### src/rtl/seq_det_pkg.sv
// Shared encodings for the serial pattern detector scheduler: FSM states,
// stop-cause codes and the default pattern.
package seq_det_pkg;

    localparam int         DEF_PAT_W   = 5;
    localparam logic [4:0] DEF_PATTERN = 5'b11011;

    typedef enum logic [1:0] {
        ST_IDLE = 2'd0,
        ST_RUN  = 2'd1,
        ST_DONE = 2'd2
    } state_t;

    localparam logic [1:0] CAUSE_NONE  = 2'b00;
    localparam logic [1:0] CAUSE_WIN   = 2'b01;
    localparam logic [1:0] CAUSE_MAXH  = 2'b10;
    localparam logic [1:0] CAUSE_ABORT = 2'b11;

endpackage

### src/rtl/seq_det_core.sv
// Pattern history shift register with fill tracking; hit is combinational on the accepting edge,
// match is its registered one-cycle pulse. No backpressure: a bit is taken whenever shift_en is high.
module seq_det_core
    import seq_det_pkg::*;
#(
    parameter int               PAT_W   = DEF_PAT_W,
    parameter logic [PAT_W-1:0] PATTERN = DEF_PATTERN
) (
    input  logic clk,
    input  logic rst,
    input  logic clr,
    input  logic shift_en,
    input  logic overlap,
    input  logic in,
    output logic hit,
    output logic match
);

    localparam int FILL_W = $clog2(PAT_W + 1);
    localparam logic [FILL_W-1:0] FILL_FULL = FILL_W'(PAT_W);

    logic [PAT_W-1:0]  history;
    logic [PAT_W-1:0]  hist_nxt;
    logic [FILL_W-1:0] fill;
    logic [FILL_W-1:0] fill_nxt;

    always_comb begin
        hist_nxt = {history[PAT_W-2:0], in};
        fill_nxt = (fill == FILL_FULL) ? fill : fill + FILL_W'(1);
        hit      = shift_en && (hist_nxt == PATTERN) && (fill_nxt == FILL_FULL);
    end

    always_ff @(posedge clk or posedge rst) begin
        if (rst) begin
            history <= '0;
            fill    <= '0;
            match   <= 1'b0;
        end else if (clr) begin
            history <= '0;
            fill    <= '0;
            match   <= 1'b0;
        end else begin
            match <= hit;
            if (shift_en) begin
                history <= hist_nxt;
                // Non-overlapping mode needs a full fresh pattern after each hit
                fill    <= (hit && !overlap) ? '0 : fill_nxt;
            end
        end
    end

endmodule

### src/rtl/seq_det_scheduler.sv
// Runs the pattern detector over a bounded window of valid bits and reports hits and stop cause.
// Hit/count visible one edge after the completing bit; done pulses the cycle after the terminating edge; no backpressure.
module seq_det_scheduler
    import seq_det_pkg::*;
#(
    parameter int               PAT_W   = DEF_PAT_W,
    parameter logic [PAT_W-1:0] PATTERN = DEF_PATTERN,
    parameter int               WIN_W   = 8,
    parameter int               CNT_W   = 4
) (
    input  logic             clk,
    input  logic             rst,
    input  logic             start,
    input  logic             abort,
    input  logic             overlap,
    input  logic [WIN_W-1:0] win_len,
    input  logic [CNT_W-1:0] max_hits,
    input  logic             in,
    input  logic             in_valid,
    output logic             busy,
    output logic             match,
    output logic [CNT_W-1:0] hit_count,
    output logic             done,
    output logic [1:0]       stop_cause
);

    state_t             state;
    logic [WIN_W-1:0]   remaining;
    logic [CNT_W-1:0]   max_q;
    logic               ovl_q;
    logic [CNT_W-1:0]   hit_cnt_nxt;
    logic               shift_en;
    logic               clr;
    logic               hit;

    always_comb begin
        shift_en    = (state == ST_RUN) && in_valid && !abort;
        clr         = (state == ST_IDLE) && start;
        hit_cnt_nxt = (&hit_count) ? hit_count : hit_count + CNT_W'(1);
    end

    seq_det_core #(
        .PAT_W   (PAT_W),
        .PATTERN (PATTERN)
    ) u_core (
        .clk      (clk),
        .rst      (rst),
        .clr      (clr),
        .shift_en (shift_en),
        .overlap  (ovl_q),
        .in       (in),
        .hit      (hit),
        .match    (match)
    );

    always_ff @(posedge clk or posedge rst) begin
        if (rst) begin
            state      <= ST_IDLE;
            busy       <= 1'b0;
            done       <= 1'b0;
            hit_count  <= '0;
            stop_cause <= CAUSE_NONE;
            remaining  <= '0;
            max_q      <= '0;
            ovl_q      <= 1'b0;
        end else begin
            done <= 1'b0;
            case (state)
                ST_IDLE: begin
                    if (start) begin
                        ovl_q      <= overlap;
                        max_q      <= max_hits;
                        remaining  <= win_len;
                        hit_count  <= '0;
                        busy       <= 1'b1;
                        if (win_len == '0) begin
                            state      <= ST_DONE;
                            done       <= 1'b1;
                            stop_cause <= CAUSE_WIN;
                        end else begin
                            state      <= ST_RUN;
                            stop_cause <= CAUSE_NONE;
                        end
                    end
                end
                ST_RUN: begin
                    // Abort wins over everything and discards the bit on the same edge
                    if (abort) begin
                        state      <= ST_DONE;
                        done       <= 1'b1;
                        stop_cause <= CAUSE_ABORT;
                    end else if (in_valid) begin
                        remaining <= remaining - WIN_W'(1);
                        if (hit) begin
                            hit_count <= hit_cnt_nxt;
                        end
                        if (hit && (max_q != '0) && (hit_cnt_nxt == max_q)) begin
                            state      <= ST_DONE;
                            done       <= 1'b1;
                            stop_cause <= CAUSE_MAXH;
                        end else if (remaining == WIN_W'(1)) begin
                            state      <= ST_DONE;
                            done       <= 1'b1;
                            stop_cause <= CAUSE_WIN;
                        end
                    end
                end
                ST_DONE: begin
                    state <= ST_IDLE;
                    busy  <= 1'b0;
                end
                default: begin
                    state <= ST_IDLE;
                    busy  <= 1'b0;
                end
            endcase
        end
    end

endmodule
### config.mk
export PLATFORM = sky130hd
export DESIGN_NAME = seq_det_scheduler
export DESIGN_NICKNAME = d
export VERILOG_FILES = /design/src/rtl/seq_det_pkg.sv /design/src/rtl/seq_det_core.sv /design/src/rtl/seq_det_scheduler.sv
export SDC_FILE = /design/constraint.sdc
export NUM_CORES = 1
export LEC_CHECK = 0
export BUFFER_PORTS_ARGS = -buffer_cell sky130_fd_sc_hd__buf_2
export CORE_ASPECT_RATIO = 1.2
export CORE_MARGIN = 3
export CORE_UTILIZATION = 40
export CTS_CLUSTER_SIZE = 20
export DETAILED_ROUTE_END_ITERATION = 6
export GPL_TIMING_DRIVEN = 0
export PLACE_DENSITY = 0.61
export SLEW_MARGIN = 20
export SYNTH_ARGS = -nofsm -noshare
export SYNTH_HDL_FRONTEND = slang
export SYNTH_SLANG_ARGS = --single-unit
### constraint.sdc
create_clock -name clk -period 2.65 [get_ports clk]
set_clock_uncertainty 0.05 [all_clocks]
set_input_delay 0.1325 -clock clk [delete_from_list [all_inputs] [get_ports clk]]
set_output_delay 0.1325 -clock clk [all_outputs]
set_load 0.01 [all_outputs]
==> impl_results.md <==
- Final ANT Viol Nets: 0
- H-tree depth: 2
- Max FO, Critical Path: 7
- WL met1: 1932 um
- Post-synthesis mux area share: 4.458%
- CTS tree: built
- Post-route DRC: 0
- Fmax: 0.4244 GHz
- Met3 routed WL: 144 um
- Slew @ Worst Pin: 0.6761 ns
- Compound-gate portion of the synthesized area: 20.03%
- Layout area overhead: 17.90%
- Die Footprint: 5411 um^2
- PortBufs: 27
- Non-Filler Instances: 306
- Max Slew Vio Count: 0
- Yosys Warn Count: 0
- Post-Syn Nets: 235
- Period utilization: 88.92%
- Syn Inst Count: 211
- Setup TNS: 0 ns
- Post-DP HPWL: 3067 um
- PD cells: 901.5 nW/um^2
- Top Layer Used: met4
- Synth cell count leaders: dfrtp_1 (31), nand2_1 (29), nor2_1 (20)
- Total GRT Usage: 18.09%
- FILL cells: 445
- Layout cells sized above 1: 17.60%
- Dpl ws: 0.3355 ns
- Flops & latches, synth: 31
- Top_reg_cell synth: dfrtp_1
- WL met2: 2034 um
- Starting Density: 42.16%
- Setup Viol. Count Final: 0
- I/O pin count: 28
- Critical Path End Type: flip-flop
- Initial drt markers: 117
- Clock Path Buffers: 2
- Hold crit path type: input port to flip-flop
- Final Routed Wirelength: 4193 um
- Core ar.: 4327 um^2
- Placed Cells: 294
- CTS Root Cell: clkbuf_8
- Mapped cell area: 1824 um^2
- Synth Area in Adders: 3.429%
- Drt wl/cell: 13.70 um
- Most frequent cell after synthesis: dfrtp_1
- Yosys cell types: 44
- CP arrival: 2.44 ns
- Mapped Avg Cell Area: 8.646 um^2
- Area after DPL: 2029 um^2
- Max VDD drop: 496.9 uV
- Max-cap viol count: 0
- Fin worst setup slack: 0.2936 ns
- Largest net degree at the start of global routing: 32
- XOR/XNOR Fraction of Synth Area: 0.4801%
- Final Hold Viols: 0
- Synth area leader: dfrtp_1
- Sink Count: 31
- Worst slew margin: 54.86%
- DIE WIDTH: 67.65 um
- Std-Cell Rows: 26
- Global-route wire length before repair: 7320 um
- Static Leak: 0.9934 nW
- Remaining global-route overflow: 0
- Final nets: 273
- Fin crit period: 2.356 ns
- Req. time, crit path: 2.74 ns
- Simple-gate share of the synthesized area: 24.07%
- Status: finished clean
- Drt first pass iters: 4
- RSZ-0062 raised after global routing: false
- Startpoint types: flip-flop
- Post-synth top area share: 42.52%
- CTS Buf Count: 5
- Clock-pin slew of the registers on the worst-case setup and hold paths: 0.07 ns
- Vias: 1648
- Vias in the first global route: 1575
- Main combinational cell family by area after synthesis: simple AND/OR/NAND/NOR gates
- Cts repair resizes: 0
- Post-synthesis sequential area ratio: 42.52%
- Die Y: 79.98 um
- Ranking of synthesized cells by area: dfrtp_1 (43%), nand2_1 (6.0%), o21ai_0 (4.7%), nor2_1 (4.1%), mux2i_1 (3.8%)
- Skew-Pair Late Insertion Delay: 0.28 ns
- Initial antenna violation count: 0
- Final weighted congestion in routability-driven placement: 0.8703
- Final instance area: 2151 um^2
- FFs w/ async S/R, synth: 100.0%
- Post-synth EDFFs: 0
- Via density: 5.386
- CP Class: flip-flop to flip-flop
- Ant. Diodes: 0
-- timing repair --
action | in CTS | in global routing
endpoints found under the hold margin | 34 | 0
hold buffers | 4 | 0
buffers inserted | 0 | 0
-- critical path, cell delays in order, from the launching register on --
cell and delay, ns:
dfrtp_1 0.47, ha_1 0.30, and3_1 0.18, buf_2 0.14, mux2i_1 0.27, mux2i_1 0.12, nor4_2 0.51, o21ai_0 0.18
-- final cells by class --
cell class,count,area (um^2),share of cell area [%]
Clock inverter,1,5.005,0.2327
Tap cell,56,70.07,3.258
Buffer,10,50.05,2.327
Timing Repair Buffer,31,175.2,8.144
Clock buffer,7,76.32,3.549
Multi-Input combinational cell,159,957.2,44.50
Sequential cell,31,775.7,36.07
Inverter,11,41.29,1.920
-- routing by layer --
layer,vias up,track usage (%)
li1,826,-
met1,778,23.06
met2,35,29.02
met3,9,4.930
met4,0,6.085
met5,-,0
-- power by group --
| group | leakage [nW] | switching [mW] | internal (mW) |
|---|---|---|---|
| Sequential | 0.398 | 0.147 | 0.629 |
| Clock | 0.0422 | 0.173 | 0.184 |
| Combinational | 0.553 | 0.478 | 0.328 |
| Total | 0.993 | 0.798 | 1.14 |
-- final timing paths --
kind,slack (ns),depth (start not counted),startpoint,to
max reg2reg,0.29,7,hit_count[0],state[0]
min,0.01,3,max_hits[1],max_q[1]
min in group asynchronous,0.45,3,rst,u_core.history[0]
min reg2reg,0.43,1,remaining[6],remaining[6]
max,0.29,7,hit_count[0],state[0]
max in group asynchronous,1.66,3,rst,remaining[6]
-- placed cells by master, fill, tap and decap left out, types with 2 or more instances in the layout --
cell,synthesis,routed
buf_2,3,30
dfrtp_1,31,31
nor2b_1,2,2
clkbuf_8,0,5
nand3_1,8,8
or2_2,2,2
o211ai_1,5,5
nor3b_1,3,3
clkbuf_1,5,7
a22oi_1,3,3
nor2_1,20,20
a2bb2oi_1,3,3
nand3b_1,4,4
or4_1,2,2
dlygate4sd3_1,0,4
a21oi_1,13,13
and2_1,2,2
o21ai_0,17,17
ha_1,5,5
nor3_1,9,9
and3_1,2,2
o21a_1,2,2
mux2i_1,7,7
inv_1,11,10
a21o_1,2,2
nand2_1,29,29
nand4_1,2,2
-- flip-flops by register name, indices dropped and copies added, names as in the netlist --
name,count
done,1
u_core.fill,3
busy,1
remaining,8
u_core.match,1
ovl_q,1
u_core.history,4
stop_cause,2
hit_count,4
max_q,4
state,2
-- metrics by stage --
stage / util (%) / power [mW] / hold slack, ns
after floorplan: - / 1.363 / 0.1860
after global placement: 46.91 / 1.577 / 0.2787
after detailed placement: 46.91 / 1.586 / 0.2226
after CTS: 49.71 / 1.957 / 0.009096
after global routing: 49.71 / 2.121 / 0.01146
final: 49.71 / 1.939 / 0.01018
-- logic make-up (layout without fill, tap and decap cells) --
kind of cell               count (synthesis)  after routing
adders and majority gates                  5              5
DFF                                       31             31
AOI/OAI and AO/OA                         56             56
xor gates and xnor gates                   1              1
buffers and inverters                     21             60
and+or+nand+nor                           89             89
muxes                                      8              8
No activity file was read; power rests on OpenSTA's default activity.
